### src/rtl/ifns_pkg.sv
// Shared IFNS constants for the crosstalk-avoidance encoder family and the
// gearbox that feeds it, plus the helper that sizes the gearbox bit counter.
package ifns_pkg;

  localparam int IFNS_DATA_W = 14;
  localparam int IFNS_CODE_W = 20;
  localparam int IFNS_IN_W   = 32;
  localparam int IFNS_BUF_W  = 64;

  // Counter must hold every value 0..buf_w inclusive.
  function automatic int cnt_width(input int buf_w);
    return $clog2(buf_w + 1);
  endfunction

endpackage

### src/rtl/ifns_tx_gearbox.sv
// Repacks a 32-bit valid/ready word stream LSB-first into 14-bit encoder chunks.
// Define IFNS_GBX_FLUSH_EN to drain and zero-pad the residue after an in_last word.
module ifns_tx_gearbox
  import ifns_pkg::*;
#(
  parameter int IN_W  = IFNS_IN_W,
  parameter int OUT_W = IFNS_DATA_W,
  parameter int BUF_W = IFNS_BUF_W
) (
  input  logic             clock,
  input  logic             rst,
  input  logic [IN_W-1:0]  in_data,
  input  logic             in_valid,
  input  logic             in_last,
  output logic             in_ready,
  output logic [OUT_W-1:0] out_data,
  output logic             out_valid,
  input  logic             out_ready,
  output logic             out_last
);

  localparam int CW = cnt_width(BUF_W);

  if (BUF_W < IN_W + OUT_W - 1) begin : g_bad_buf_w
    $error("ifns_tx_gearbox: BUF_W must be at least IN_W + OUT_W - 1");
  end

  logic [BUF_W-1:0] buf_q;
  logic [BUF_W-1:0] buf_pop;
  logic [BUF_W-1:0] buf_nxt;
  logic [CW-1:0]    cnt_q;
  logic [CW-1:0]    cnt_pop;
  logic [CW-1:0]    cnt_nxt;
  logic             push;
  logic             pop;
  logic             flush_pend;

  // Only registered state feeds the handshakes, so out_ready never reaches in_ready.
  assign in_ready  = (cnt_q <= CW'(BUF_W - IN_W)) && !flush_pend;
  assign out_valid = (cnt_q >= CW'(OUT_W)) || (flush_pend && (cnt_q != '0));
  assign out_data  = buf_q[OUT_W-1:0];
  assign push      = in_valid && in_ready;
  assign pop       = out_valid && out_ready;

  // The pop is applied first so an incoming word lands directly above the survivors.
  always_comb begin
    buf_pop = buf_q;
    cnt_pop = cnt_q;
    if (pop) begin
      buf_pop = buf_q >> OUT_W;
      cnt_pop = (cnt_q >= CW'(OUT_W)) ? cnt_q - CW'(OUT_W) : '0;
    end
    buf_nxt = buf_pop;
    cnt_nxt = cnt_pop;
    if (push) begin
      buf_nxt = buf_pop | (BUF_W'(in_data) << cnt_pop);
      cnt_nxt = cnt_pop + CW'(IN_W);
    end
  end

  always_ff @(posedge clock) begin
    if (rst) begin
      buf_q <= '0;
      cnt_q <= '0;
    end else begin
      buf_q <= buf_nxt;
      cnt_q <= cnt_nxt;
    end
  end

`ifdef IFNS_GBX_FLUSH_EN
  // Pending flush blocks input until the pop that empties the buffer.
  always_ff @(posedge clock) begin
    if (rst) begin
      flush_pend <= 1'b0;
    end else if (push && in_last) begin
      flush_pend <= 1'b1;
    end else if (pop && (cnt_pop == '0)) begin
      flush_pend <= 1'b0;
    end
  end

  assign out_last = flush_pend && out_valid && (cnt_q <= CW'(OUT_W));
`else
  logic unused_in_last;

  assign unused_in_last = in_last;
  assign flush_pend     = 1'b0;
  assign out_last       = 1'b0;
`endif

  cnt_bound_a : assert property (@(posedge clock) disable iff (rst) cnt_q <= CW'(BUF_W));

endmodule

### config.mk
export PLATFORM = sky130hd
export DESIGN_NAME = ifns_tx_gearbox
export DESIGN_NICKNAME = d
export VERILOG_FILES = /design/src/rtl/ifns_pkg.sv /design/src/rtl/ifns_tx_gearbox.sv
export SDC_FILE = /design/constraint.sdc
export NUM_CORES = 1
export LEC_CHECK = 0
export ABC_AREA = 1
export BUFFER_PORTS_ARGS = -buffer_cell sky130_fd_sc_hd__buf_2
export CAP_MARGIN = 40
export CORE_UTILIZATION = 54
export CTS_BUF_LIST = sky130_fd_sc_hd__clkbuf_4 sky130_fd_sc_hd__clkbuf_8
export DETAILED_ROUTE_END_ITERATION = 6
export GPL_ROUTABILITY_DRIVEN = 0
export PLACE_DENSITY = 0.74
export REMOVE_ABC_BUFFERS = 1
export SLEW_MARGIN = 20
export SYNTH_ARGS = -nofsm -noshare
export SYNTH_HDL_FRONTEND = slang
export SYNTH_SLANG_ARGS = --single-unit
export TNS_END_PERCENT = 5
### constraint.sdc
create_clock -name clock -period 3.5 [get_ports clock]
set_input_delay 0.525 -clock clock [delete_from_list [all_inputs] [get_ports clock]]
set_output_delay 0.525 -clock clock [all_outputs]
set_load 0.02 [all_outputs]
* Word level (Yosys, flattened, before mapping) *
Cells that the tools add are included.

cells by class
  add/sub/neg operators = 2
  order comparisons = 2
  shift-type cells = 1
  mux-type cells = 5
  bitwise operators = 1
  reductions and logical operators = 2

operators by type and width
  cell                 number
  $mux 64              2
  $or 64x64->64        1
  $shl 32x7->64        1
  $mux 7               3
  $add 7x6->7 const B  1
  $ge 7x4->1 const B   1
  $le 7x6->1 const B   1
  $sub 7x4->7 const B  1
  $logic_and 1x1->1    2

storage, ports and cells
  bits in registers = 71
  input bits = 37
  output and inout bits = 17

* Logic depth before layout (Yosys ltp) *
  depth in word-level cells = 6
  mapped depth = 15
  depth with buffers taken out = 14

* Worst setup path after synthesis *
OpenSTA, ideal clock, no wires.

  kind = reg2reg
  start = register cnt_q[1]
  end = register buf_q[60]
  setup time = 132 ps
  arrival time = 1,861 ps
  required time = 3,368 ps
  path slack = 1,507 ps
  stages on the path, launching flop included = 15
  buffers on the path = 1
  clock period less this slack = 1,993 ps
  cells stage by stage = dfxtp_1 -> ha_1 -> nand2_2 -> nand3_4 -> nand2_4 -> nand2_2 -> nand2_2 -> buf_2 -> nand2_1 -> nand3_1 -> nand3_1 -> nand2_1 -> nand2_1 -> nand3_1 -> a21oi_1

on the way
  longest elaborated chain between the ends = 6
  elaborated cells on any way between the ends = 11
  classes of those cells = add/sub: 1; order compare: 2; shift: 1; mux: 4; bitwise: 1; reduce/logical: 2

RTL lines
  element                                      RTL line                                      text
  start, declared                              ifns_tx_gearbox.sv:31                         logic [CW-1:0] cnt_q;
  start signal, assigned                       ifns_tx_gearbox.sv:67                         cnt_q <= cnt_nxt;
  $ge 7x4->1 (*)                               ifns_tx_gearbox.sv:40                         assign out_valid = (cnt_q >= CW'(OUT_W)) || (flush_pend && (cnt_q != '0));
  via out_valid                                ifns_tx_gearbox.sv:17                         output logic out_valid,
  $mux 7 or $logic_and 1x1->1 (tied branches)  ifns_tx_gearbox.sv:51, ifns_tx_gearbox.sv:43
  $mux 7                                       ifns_tx_gearbox.sv:49                         if (pop) begin
  $shl 32x7->64                                ifns_tx_gearbox.sv:56                         buf_nxt = buf_pop | (BUF_W'(in_data) << cnt_pop);
  $or 64x64->64                                ifns_tx_gearbox.sv:56
  $mux 64 (*)                                  ifns_tx_gearbox.sv:55                         if (push) begin
  end signal, assigned                         ifns_tx_gearbox.sv:66                         buf_q <= buf_nxt;
  end, declared                                ifns_tx_gearbox.sv:28                         logic [BUF_W-1:0] buf_q;

The timed path passes the listed nets; every way through them passes the cells marked *.
A chain may end at the register's enable or synchronous reset.

* Worst setup path after layout *
  start = register cnt_q[2]
  end = register buf_q[58]

on the way
  longest elaborated chain between the ends = 6
  elaborated cells on any way between the ends = 11
  classes of those cells = add/sub: 1; order compare: 2; shift: 1; mux: 4; bitwise: 1; reduce/logical: 2

RTL lines
  element                                      RTL line
  $sub 7x4->7 or $ge 7x4->1 (tied branches)    ifns_tx_gearbox.sv:51, ifns_tx_gearbox.sv:40
  $mux 7 or $logic_and 1x1->1 (tied branches)  ifns_tx_gearbox.sv:51, ifns_tx_gearbox.sv:43
  $mux 7                                       ifns_tx_gearbox.sv:49
  $shl 32x7->64                                ifns_tx_gearbox.sv:56
  $or 64x64->64                                ifns_tx_gearbox.sv:56
  $mux 64 (*)                                  ifns_tx_gearbox.sv:55

Every way passes the cells marked *; elsewhere a longest branch is shown, timed or not.

==> results.ini <==
[worst_setup_path]
r2r_cells=12
worst_ep_required_time_ns=3.80
reg2reg_to=buf_q[58]
critPathLaunchType=flop
path_class=reg2reg
end_kind=flop
r2r_slack_ns=0.88
worstPathArrival_ns=2.92
crit_fanout=30
rr_startpoint=cnt_q[2]
worstSetupStartpoint=cnt_q[2]
endpoint=buf_q[58]

[synthesis]
synth_area_sq_um=5730
netlist_instances=956
synth_compound_area_share_pct=12.8
synth.area.mux_share_pct=4.02
synth-simple-area-share_pct=43.9
ys_types=33
yosys.area_share.xor_xnor_pct=0.787
synth_seq_cells=71
synth_seq_area_share_pct=24.8
syn_avg_cell_area_sq_um=5.99
synth_top_family_by_area=simple AND/OR/NAND/NOR gates
synth-warning-count=0
synthAdderAreaFrac_pct=0.219

[die]
ios=54
fp.dieH_um=105
rows=37
die_w_um=105
core_area_sq_um=10300
start_util_pct=55.5
dieArea_sq_um=11000

[placement]
port_buffers=51
dp_hpwl_um=11700

[status]
status=finished, final reports clean

[sta]
min_period_over_period_pct=74.8
setup_viol=0
period_minus_slack_ns=2.62
fin_setup_tns_ns=0
slew_violations=0
hold_viol=0
relSlewSlack_pct=50.0
finClkSkew_ns=0.0107
rsz0062_at_grt=false
tightest_slew_ns=0.750
fmax_mhz=382

[clock_tree]
tritoncts=done
htreeDepth=3
cts.clk_slew.worst_paths_ns=0.08
postCtsResizedCells=0
numCtsBuffers=9
cts_sinks=71
root_buffer=clkbuf_8
post-cts-setup-buffers=0
cts.hold.buffers_added=0
insertion_delay_ns=0.38
cts.path.max_buffers=2

[final_layout]
layout.nets=991
antennaDiodeCount=0
most-common-layout-cells=nand2_1 (268), nand3_1 (218), inv_1 (76)
seqCellArea_sq_um=1420
final_common_cell=nand2_1
fill_cells=1107
multi_input_area_sq_um=3540
drive_gt1_share_pct=11.4
area_growth_pct=5.75

[job]
drv_cap=0

[detailed_routing]
vias=6273
drt.antenna.violating_nets=0
dr.pass1.iters=5
drt-vias-per-instance=5.73
drc_errors=0
drt-total-wl_um=16400
drt-initial-drc-count=582
wl_per_cell_um=15.0

[min_path]
hold_depth=2
hold_class=reg2reg

[global_routing]
grt_overflow=0
grt_max_degree=79
antenna_found_initial=0
grt_first_pass_wirelength_um=27200
grt_pass1_vias=5834
grt_use_total_pct=31.2

[metrics by stage]
step	area [sq um]	setup slack (ns)	util [%]	hold WS (ns)	instances
floorplan	5260	0.0535	-	0.439	876
global placement	5790	0.694	56.0	0.455	1076
detailed placement	5790	0.686	56.0	0.456	1076
CTS	6020	0.653	58.3	0.468	1092
global route	6050	0.590	58.6	0.483	1094
finish	6050	0.882	58.6	0.470	1094
[kinds of logic after synthesis]
family,Yosys count
compound gates,142
xor+xnor,3
fa+ha+maj,1
buf+inv,160
flops,71
mux,23
other cells,1
simple gates,555
[flip-flops by register name, summed over array words and instances, names as in the netlist, named ones only]
| register | count |
|---|---|
| cnt_q | 6 |
| buf_q | 64 |
[per-layer routing]
metal / track usage, % / wire length (um) / up-vias
li1: - / - / 3155
met1: 37.3 / 6850 / 2799
met2: 51.6 / 7690 / 260
met3: 6.30 / 1100 / 59
met4: 18.8 / 791 / 0
met5: 0 / 0 / -
[synth_stat cells]
master | count | area share (%)
or3_1 | 1 | 0.11
xor2_4 | 1 | 0.48
nand3_4 | 1 | 0.31
a21oi_1 | 66 | 5.8
nand4_1 | 16 | 1.7
a211oi_1 | 3 | 0.39
nor2_4 | 3 | 0.59
nand3_2 | 2 | 0.35
buf_6 | 6 | 1.2
buf_4 | 26 | 3.4
o21ai_1 | 2 | 0.17
nor2_1 | 32 | 2.1
conb_1 | 1 | 0.065
inv_2 | 3 | 0.20
inv_1 | 76 | 5.0
dfxtp_1 | 71 | 25
o21ai_2 | 1 | 0.15
mux2i_1 | 23 | 4.0
nor2_2 | 3 | 0.33
nand2_1 | 268 | 18
nand2_2 | 7 | 0.76
clkbuf_1 | 26 | 1.7
a22oi_1 | 2 | 0.26
nand3_1 | 218 | 19
inv_4 | 1 | 0.11
xnor2_1 | 2 | 0.31
nand2_4 | 3 | 0.59
ha_1 | 1 | 0.22
buf_2 | 18 | 1.6
a31oi_1 | 5 | 0.55
buf_1 | 4 | 0.26
nand2_8 | 1 | 0.35
o21ai_0 | 63 | 5.5
[cell type report]
type                            count  share of cell area (%)
Clock buffer                       10                    2.27
Sequential cell                    71                    23.5
Multi-Input combinational cell    725                    58.4
Inverter                           80                    5.00
Timing Repair Buffer               66                    6.47
Tap cell                          136                    2.81
Clock inverter                      6                    1.53
[worst min path at each step]
| stage | from | end | slack [ns] |
|---|---|---|---|
| 2_1_floorplan | buf_q[50] | buf_q[50] | 0.44 |
| 3_3_place_gp | buf_q[57] | buf_q[57] | 0.45 |
| 3_5_place_dp | buf_q[54] | buf_q[54] | 0.46 |
| 4_1_cts | buf_q[54] | buf_q[54] | 0.47 |
| 5_1_grt | buf_q[52] | buf_q[52] | 0.48 |
| 6_report | buf_q[52] | buf_q[52] | 0.47 |
[worst max-delay path, cell delays in order (launching register included)]
cell and delay, ns:
dfxtp_1 0.42, ha_1 0.23, nand2_2 0.09, nand3_4 0.13, nand2_4 0.14, nor2_4 0.15, xor2_4 0.10, buf_4 0.25
nor2_4 0.35, inv_1 0.22, o21ai_0 0.21, nand2_1 0.10, a21oi_1 0.13
Power is not shown: default switching activity piles up to over one toggle a cycle in this logic, so the estimate is an artifact.
